$ cat config.mk
export PLATFORM = sky130hd
export DESIGN_NAME = pong_ball_engine
export DESIGN_NICKNAME = d
export VERILOG_FILES = /design/src/rtl/pong_ball_engine.sv
export SDC_FILE = /design/constraint.sdc
export NUM_CORES = 1
export LEC_CHECK = 0
export BUFFER_PORTS_ARGS = -buffer_cell sky130_fd_sc_hd__buf_2
export CAP_MARGIN = 10
export CORE_ASPECT_RATIO = 0.75
export CORE_MARGIN = 2
export CORE_UTILIZATION = 60
export DETAILED_ROUTE_END_ITERATION = 8
export PLACE_DENSITY = 0.84
export SLEW_MARGIN = 10
export SYNTH_ARGS = -nofsm -noshare
export SYNTH_HDL_FRONTEND = slang
export SYNTH_SLANG_ARGS = --single-unit
$ cat constraint.sdc
create_clock -name clk_25MHZ -period 8.6 [get_ports clk_25MHZ]
set_clock_uncertainty 0.2 [all_clocks]
set_input_delay 0.86 -clock clk_25MHZ [delete_from_list [all_inputs] [get_ports clk_25MHZ]]
set_output_delay 0.86 -clock clk_25MHZ [all_outputs]
set_load 0.1 [all_outputs]
$ cat src/rtl/pong_ball_engine.sv
`timescale 1ns/1ps
// pong_ball_engine: per-side ball physics, rally state machine, score keeping
// and valid/ready ball hand-off toward the opponent board.
module pong_ball_engine #(
  parameter int H_RES       = 640,
  parameter int V_RES       = 480,
  parameter int BALL_W      = 20,
  parameter int X_STEP      = 10,
  parameter int BASE_TICKS  = 270000,
  parameter int GRAV_PERIOD = 4,
  parameter int SERVE_VY    = -3,
  parameter int MAX_SCORE   = 7,
  parameter int SIDE        = 0
) (
  input  logic              clk_25MHZ,
  input  logic              reset_n,
  input  logic              game_start,
  input  logic              collision_detected,
  input  logic [9:0]        estimated_speed,
  input  logic              rx_valid,
  input  logic [9:0]        rx_y,
  input  logic signed [7:0] rx_vy,
  input  logic [1:0]        rx_grav,
  input  logic [1:0]        rx_level,
  input  logic              rx_point,
  output logic              tx_valid,
  input  logic              tx_ready,
  output logic [9:0]        tx_y,
  output logic signed [7:0] tx_vy,
  output logic [1:0]        tx_grav,
  output logic [1:0]        tx_level,
  output logic [9:0]        ball_x,
  output logic [9:0]        ball_y,
  output logic              moving_in,
  output logic              moving_out,
  output logic              point_lost,
  output logic [3:0]        score_me,
  output logic [3:0]        score_opp,
  output logic              game_over,
  output logic              winner,
  output logic [2:0]        dbg_state
);
  function automatic int per(input int k);
    return (BASE_TICKS / k < 1) ? 1 : BASE_TICKS / k;
  endfunction

  localparam int                 X_MAX   = H_RES - BALL_W;
  localparam int                 TW      = $clog2(BASE_TICKS + 1);
  localparam logic [9:0]         X_OWN   = (SIDE == 0) ? 10'd0 : 10'(X_MAX);
  localparam logic [9:0]         X_FAR   = (SIDE == 0) ? 10'(X_MAX) : 10'd0;
  localparam logic [9:0]         XS      = 10'(X_STEP);
  localparam logic [9:0]         Y_MID   = 10'(V_RES / 2);
  localparam logic [9:0]         Y_BOT10 = 10'(V_RES - 1);
  localparam logic signed [11:0] Y_BOT   = 12'(V_RES - 1);
  localparam logic signed [7:0]  SERVE_V = 8'(SERVE_VY);
  localparam logic [1:0]         G_LAST  = 2'(GRAV_PERIOD - 1);
  localparam logic [3:0]         MAX_S   = 4'(MAX_SCORE);
  localparam logic [TW-1:0]      L1      = TW'(per(1) - 1);
  localparam logic [TW-1:0]      L2      = TW'(per(2) - 1);
  localparam logic [TW-1:0]      L3      = TW'(per(3) - 1);
  localparam logic [TW-1:0]      L4      = TW'(per(4) - 1);

  typedef enum logic [2:0] {
    S_IDLE, S_RUN_OUT, S_RUN_IN, S_HANDOFF, S_WAIT, S_MISS, S_SCORE, S_OVER
  } state_t;

  state_t             state_q, state_d;
  logic [9:0]         x_q, x_d, y_q, y_d;
  logic signed [7:0]  vy_q, vy_d;
  logic [1:0]         grav_q, grav_d, lvl_q, lvl_d;
  logic [TW-1:0]      tick_q, tick_d;
  logic [3:0]         score_me_q, score_me_d, score_opp_q, score_opp_d;
  logic               winner_q, winner_d, tx_valid_q, tx_valid_d;
  logic [9:0]         tx_y_q, tx_y_d;
  logic signed [7:0]  tx_vy_q, tx_vy_d;
  logic [1:0]         tx_grav_q, tx_grav_d, tx_lvl_q, tx_lvl_d;

  logic [TW-1:0]      tick_last;
  logic [9:0]         target, x_step, y_step;
  logic [10:0]        x_up;
  logic signed [11:0] y_sum;
  logic signed [7:0]  vy_g, vy_step;
  logic [1:0]         grav_step, speed_lvl;
  logic               step_en, load_rx;

  // One physics step: x toward the current target edge, y with bounce, gravity.
  always_comb begin
    case (lvl_q)
      2'd0:    tick_last = L1;
      2'd1:    tick_last = L2;
      2'd2:    tick_last = L3;
      default: tick_last = L4;
    endcase
    target = (state_q == S_RUN_OUT) ? X_FAR : X_OWN;
    x_up   = {1'b0, x_q} + {1'b0, XS};
    if (target > x_q) x_step = (x_up >= {1'b0, target}) ? target : x_up[9:0];
    else              x_step = ((x_q - target) <= XS) ? target : x_q - XS;
    y_sum = $signed({2'b00, y_q}) + $signed({{4{vy_q[7]}}, vy_q});
    if (grav_q == G_LAST) begin
      vy_g      = (vy_q == 8'sd127) ? vy_q : vy_q + 8'sd1;
      grav_step = 2'd0;
    end else begin
      vy_g      = vy_q;
      grav_step = grav_q + 2'd1;
    end
    if (y_sum >= Y_BOT) begin
      y_step  = Y_BOT10;
      vy_step = -vy_g;
    end else if (y_sum <= 12'sd0) begin
      y_step  = 10'd0;
      vy_step = -vy_g;
    end else begin
      y_step  = y_sum[9:0];
      vy_step = vy_g;
    end
    if (estimated_speed == 10'd0)       speed_lvl = 2'd0;
    else if (estimated_speed >= 10'd4)  speed_lvl = 2'd3;
    else                                speed_lvl = estimated_speed[1:0] - 2'd1;
  end

  // Hand-off: tx_valid stays high with tx_* frozen until the cycle tx_ready
  // is seen high; the transfer completes on that edge and tx_valid drops.
  always_comb begin
    state_d     = state_q;
    x_d         = x_q;
    y_d         = y_q;
    vy_d        = vy_q;
    grav_d      = grav_q;
    lvl_d       = lvl_q;
    tick_d      = tick_q;
    score_me_d  = score_me_q;
    score_opp_d = score_opp_q;
    winner_d    = winner_q;
    tx_valid_d  = tx_valid_q;
    tx_y_d      = tx_y_q;
    tx_vy_d     = tx_vy_q;
    tx_grav_d   = tx_grav_q;
    tx_lvl_d    = tx_lvl_q;
    step_en     = 1'b0;
    load_rx     = 1'b0;
    case (state_q)
      S_IDLE: begin
        if (game_start) begin
          state_d = S_RUN_OUT;
          x_d     = X_OWN;
          y_d     = Y_MID;
          vy_d    = SERVE_V;
          grav_d  = 2'd0;
          lvl_d   = 2'd0;
        end else if (rx_valid) begin
          load_rx = 1'b1;
        end
      end
      S_RUN_OUT: begin
        if (x_q == X_FAR) begin
          state_d    = S_HANDOFF;
          tx_valid_d = 1'b1;
          tx_y_d     = y_q;
          tx_vy_d    = vy_q;
          tx_grav_d  = grav_q;
          tx_lvl_d   = lvl_q;
        end else begin
          step_en = 1'b1;
        end
      end
      S_RUN_IN: begin
        if (collision_detected) begin
          state_d = S_RUN_OUT;
          lvl_d   = speed_lvl;
        end else if (x_q == X_OWN) begin
          state_d = S_MISS;
        end else begin
          step_en = 1'b1;
        end
      end
      S_HANDOFF: begin
        if (tx_ready) begin
          state_d    = S_WAIT;
          tx_valid_d = 1'b0;
        end
      end
      S_WAIT: begin
        if (rx_point)      state_d = S_SCORE;
        else if (rx_valid) load_rx = 1'b1;
      end
      S_MISS: begin
        score_opp_d = score_opp_q + 4'd1;
        winner_d    = 1'b0;
        state_d     = (score_opp_d == MAX_S) ? S_OVER : S_IDLE;
      end
      S_SCORE: begin
        score_me_d = score_me_q + 4'd1;
        winner_d   = (score_me_d == MAX_S);
        state_d    = (score_me_d == MAX_S) ? S_OVER : S_IDLE;
      end
      S_OVER: begin
        if (game_start) begin
          state_d     = S_IDLE;
          score_me_d  = 4'd0;
          score_opp_d = 4'd0;
          winner_d    = 1'b0;
        end
      end
      default: state_d = S_IDLE;
    endcase
    if (load_rx) begin
      state_d = S_RUN_IN;
      x_d     = X_FAR;
      y_d     = rx_y;
      vy_d    = rx_vy;
      grav_d  = rx_grav;
      lvl_d   = rx_level;
    end
    if (step_en) begin
      if (tick_q == tick_last) begin
        x_d    = x_step;
        y_d    = y_step;
        vy_d   = vy_step;
        grav_d = grav_step;
        tick_d = '0;
      end else begin
        tick_d = tick_q + 1'b1;
      end
    end
    if (state_d != state_q) tick_d = '0;
  end

  always_ff @(posedge clk_25MHZ or negedge reset_n) begin
    if (!reset_n) begin
      state_q     <= S_IDLE;
      x_q         <= X_OWN;
      y_q         <= Y_MID;
      vy_q        <= SERVE_V;
      grav_q      <= 2'd0;
      lvl_q       <= 2'd0;
      tick_q      <= '0;
      score_me_q  <= 4'd0;
      score_opp_q <= 4'd0;
      winner_q    <= 1'b0;
      tx_valid_q  <= 1'b0;
      tx_y_q      <= 10'd0;
      tx_vy_q     <= 8'sd0;
      tx_grav_q   <= 2'd0;
      tx_lvl_q    <= 2'd0;
    end else begin
      state_q     <= state_d;
      x_q         <= x_d;
      y_q         <= y_d;
      vy_q        <= vy_d;
      grav_q      <= grav_d;
      lvl_q       <= lvl_d;
      tick_q      <= tick_d;
      score_me_q  <= score_me_d;
      score_opp_q <= score_opp_d;
      winner_q    <= winner_d;
      tx_valid_q  <= tx_valid_d;
      tx_y_q      <= tx_y_d;
      tx_vy_q     <= tx_vy_d;
      tx_grav_q   <= tx_grav_d;
      tx_lvl_q    <= tx_lvl_d;
    end
  end

  assign tx_valid   = tx_valid_q;
  assign tx_y       = tx_y_q;
  assign tx_vy      = tx_vy_q;
  assign tx_grav    = tx_grav_q;
  assign tx_level   = tx_lvl_q;
  assign ball_x     = x_q;
  assign ball_y     = y_q;
  assign moving_in  = (state_q == S_RUN_IN);
  assign moving_out = (state_q == S_RUN_OUT);
  assign point_lost = (state_q == S_MISS);
  assign score_me   = score_me_q;
  assign score_opp  = score_opp_q;
  assign game_over  = (state_q == S_OVER);
  assign winner     = winner_q;
  assign dbg_state  = state_q;
endmodule

# Word-level counts from Yosys, hierarchy flattened
# Index checks and enable logic that the tools add are counted.
# word_totals
regBits	86
in_bits	39
out_inout_bits	59
# op_classes
add_sub_neg	11
magnitude_cmp	6
n_eq_ne	21
n_mux	68
reduce_logical	16
# ops
cell	count
10-bit 2-to-1 mux	16
8-bit 2-to-1 mux	9
19-bit 2-to-1 mux	3
19-bit case mux with 3 select lines	1
3-bit 2-to-1 mux	10
3-bit case mux with 8 select lines	1
2-bit 2-to-1 mux	11
10-bit logical NOT	2
19-bit by 1-bit adder with 19-bit output (second input constant)	1
19-bit equality test	1
4-bit case mux with 2 select lines	2
11-bit by 8-bit adder with 12-bit output	1
3-bit equality test (second input constant)	4
12-bit by 10-bit >= comparator with 1-bit output (second input constant)	1
12-bit by 1-bit less-or-equal comparator with 1-bit output (second input constant)	1
10-bit by 4-bit adder with 11-bit output (second input constant)	1
11-bit by 10-bit >= comparator with 1-bit output	1
10-bit equality test (second input constant)	1
10-bit by 3-bit >= comparator with 1-bit output (second input constant)	1
10-bit greater-than comparator	1
10-bit by 4-bit less-or-equal comparator with 1-bit output (second input constant)	1
10-bit subtractor	1
10-bit by 4-bit subtractor with 10-bit output (second input constant)	1
1-bit 2-to-1 mux	9
26 further kinds	41

# Depth between registers and ports, before layout
# logic_depth
ltp_word	8
ltp_mapped	16

# Worst setup path after synthesis
# No wires, ideal clock.
# synth_timing
kind	register to output
from	reg state_q[1] (netlist: dbg_state[1])
to	out game_over
arrival_ns	3.567
required_ns	7.540
slack_ns	3.973
stages_incl_launch_ff	4
n_path_buf	1
cell_sequence	dfrtp_1 > buf_1 > inv_1 > nor3_1
# synth_via
elab_chain_cells	1
# synth_rtl
element	line	source
start, declared	67	state_t state_q, state_d;
start signal, assigned	246	state_q <= state_d;
3-bit equality test	276	assign game_over = (state_q == S_OVER);
end, declared	39	output logic game_over,
# No other way between the ends.

# Worst setup path in the final report
# layout_timing
from	reg state_q[0] (netlist: dbg_state[0])
to	reg tick_q[2]
# layout_via
word_cells_on_any_way	22
classes_between	eq/ne: 8; mux: 12; reduce/logical: 2
# layout_rtl
element	line	source
3-bit equality test (tied with other cells)	141	case (state_q)
3-bit case mux with 8 select lines or 1-bit case mux with 2 select lines (tied branches)	141	
3-bit 2-to-1 mux *	206	if (load_rx) begin
named net state_d[1]	67	
3-bit inequality test *	225	if (state_d != state_q) tick_d = '0;
19-bit 2-to-1 mux or 2-bit nonzero test (tied branches)	--	
end signal, assigned	252	tick_q <= tick_d;
end, declared	71	logic [TW-1:0] tick_q, tick_d;
# Mark *: on every way through the listed nets, which the timed path passes. The rest lies on a longest branch.
# A chain may end at the register's enable or synchronous reset.

==> qor.csv <==
metric,value,unit
synth_edf_count,0,
row_count,31,
syn_nets,777,
status,completed,
place_area,0.006674,mm2
grt_max_degree,60,
post_cts_resized,0,
use_met1,44.64,%
hold_ws,229.0,ps
synth.most_common_cell,nand2_1,
cts_tree,yes,
io_pins,98,
synth_area_per_cell,8.780,um2
ant_nets,0,
die_w,120.8,um
grt_pass1_wl,27.73,mm
grtUsageMet3,5.151,%
finalMaxSlewViolations,0,
routed_wl,17.05,mm
crit_required,8640,ps
cp-start-kind,register,
synth_commonest_cells,"77 x nand2_1, 75 x dfrtp_1, 53 x a21oi_1, 46 x o21ai_0, 45 x nor2_1",
postCtsSetupBuffers,0,
finalNetCount,858,
yosysSeqAreaShare,35.29,%
io_buffers,97,
cts-root-buf,clkbuf_16,
period_needed,3999,ps
vias_per_cell,6.401,
setup_viol,0,
cts.clk_slew.worst_paths,70,ps
crit_fanout,29,
critical_path.endpoint_type,register,
fin_crit_sh,46.49,%
cp.arrival,4040,ps
hold_path_class,input port to asynchronous set/reset pin,
drtIter0Drc,610,
rsz0062_at_grt,no,
drive_gt1_share,20.28,%
dp_hpwl,12.45,mm
tightest_slew,1207,ps
via_count,5863,
wire_per_inst,18.61,um
final_area,0.006959,mm2
hold_viol_final,0,
synth_area_leaders,"dfrtp_1 31%, ha_1 7.5%, dfstp_2 4.7%",
fmax,250.1,MHz
cts_buffer_depth,2,
synth_top_cell_by_area,dfrtp_1,
ys_types,76,
synth_top_area_share,30.58,%
postCtsHoldBufs,0,
ys.flop_type,dfrtp_1,
grt_util_all_layers,31.42,%
r2r-end,tick_q[2],
die_area,0.01106,mm2
antenna_found_initial,0,
ys_warn_count,0,
drtPass1Iterations,6,
grt_pass1_vias,5428,
h-tree-depth,3,
core,0.009813,mm2
clock_latency,340,ps
tns,0,ps
areaGrowthSynthToFinish,13.39,%
cts_buffers,9,
path_class,register to register,
globalRouteOverflowTotal,0,
maxCapViolations,0,
drc,0,
start_util,62.54,%
fp.dieH,91.59,um
r2r_start,dbg_state[0],
top_usage_layer,met2,
async_flop_share,100.0,%
rrSetupSlack,4600,ps
cts.sinks,86,
reg2reg_depth,10,
synth.ff_latch_count,86,
synth_area,0.006137,mm2
gp_congestion,0.9631,
grt_use_met2,49.95,%
diodes,0,
syn_inst,699,
relSlewSlack,19.34,%
==> kinds of logic after synthesis <==
logic type / after synthesis / share of synthesized area, %
AND/OR/NAND/NOR: 251 / 20.86
adder cells (fa/ha/maj): 39 / 8.196
XOR/XNOR: 42 / 5.994
multiplexers: 26 / 4.669
AO/OA/AOI/OAI: 194 / 20.71
flip-flops: 86 / 35.29
buffers and inverters: 61 / 4.281
==> cell usage in the layout, fill, tap and decap left out, types with 23 or more instances in the layout <==
| master | netlist | final |
|---|---|---|
| buf_2 | 4 | 96 |
| nand2_1 | 77 | 77 |
| dfrtp_1 | 75 | 75 |
| a21oi_1 | 53 | 53 |
| o21ai_0 | 46 | 46 |
| nor2_1 | 45 | 45 |
| ha_1 | 37 | 37 |
| inv_1 | 28 | 28 |
| nor3_1 | 28 | 28 |
| xor2_1 | 23 | 23 |
==> critical path, cell delays in order (launching register included) <==
cell and delay [ps]:
dfrtp_1 510, inv_1 180, nor2_1 190, nand2_1 350
inv_1 400, nand2_1 790, nand4_1 490, xnor2_1 160
o211ai_1 120, buf_4 220, a311oi_1 270
==> metrics by stage <==
stage,instances,utilization (%),worst slack (ps)
final,916,70.92,4601
after global routing,916,70.92,4287
after CTS,916,70.92,4715
after detailed placement,901,68.01,4733
after global placement,901,68.01,4921
after floorplan,699,-,3973
==> registers in the layout, summed over array words and instances, names as in the netlist, 4 cells and up <==
signal	flops
tick_q	19
ball_x	10
ball_y	10
tx_y	10
tx_vy	8
vy_q	8
score_me	4
score_opp	4
==> routing by layer <==
layer / vias to the layer above / share of wire, %
met4: 0 / 1.4
li1: 2737 / -
met5: - / 0
met2: 249 / 48
met3: 24 / 7.2
met1: 2853 / 44
==> how the worst max path moves through the flow <==
stage	start	endpoint	slack, ps
final	dbg_state[0]	tick_q[2]	4600
after CTS	dbg_state[0]	tick_q[2]	4710
after global placement	dbg_state[0]	ball_x[4]	4920
after detailed placement	dbg_state[0]	tick_q[2]	4730
after global routing	dbg_state[0]	tick_q[2]	4290
after floorplan	dbg_state[1]	game_over	3970
==> final cells by class <==
type / count / area, um2
Inverter: 29 / 108.9
Tap cell: 132 / 165.2
Fill cell: 774 / 2854
Clock buffer: 11 / 252.7
Timing Repair Buffer: 102 / 525.5
Sequential cell: 86 / 2166
Clock inverter: 4 / 32.53
Multi-Input combinational cell: 552 / 3709
Power is not shown: default switching activity piles up to over one toggle a cycle in this logic, so the estimate is an artifact.
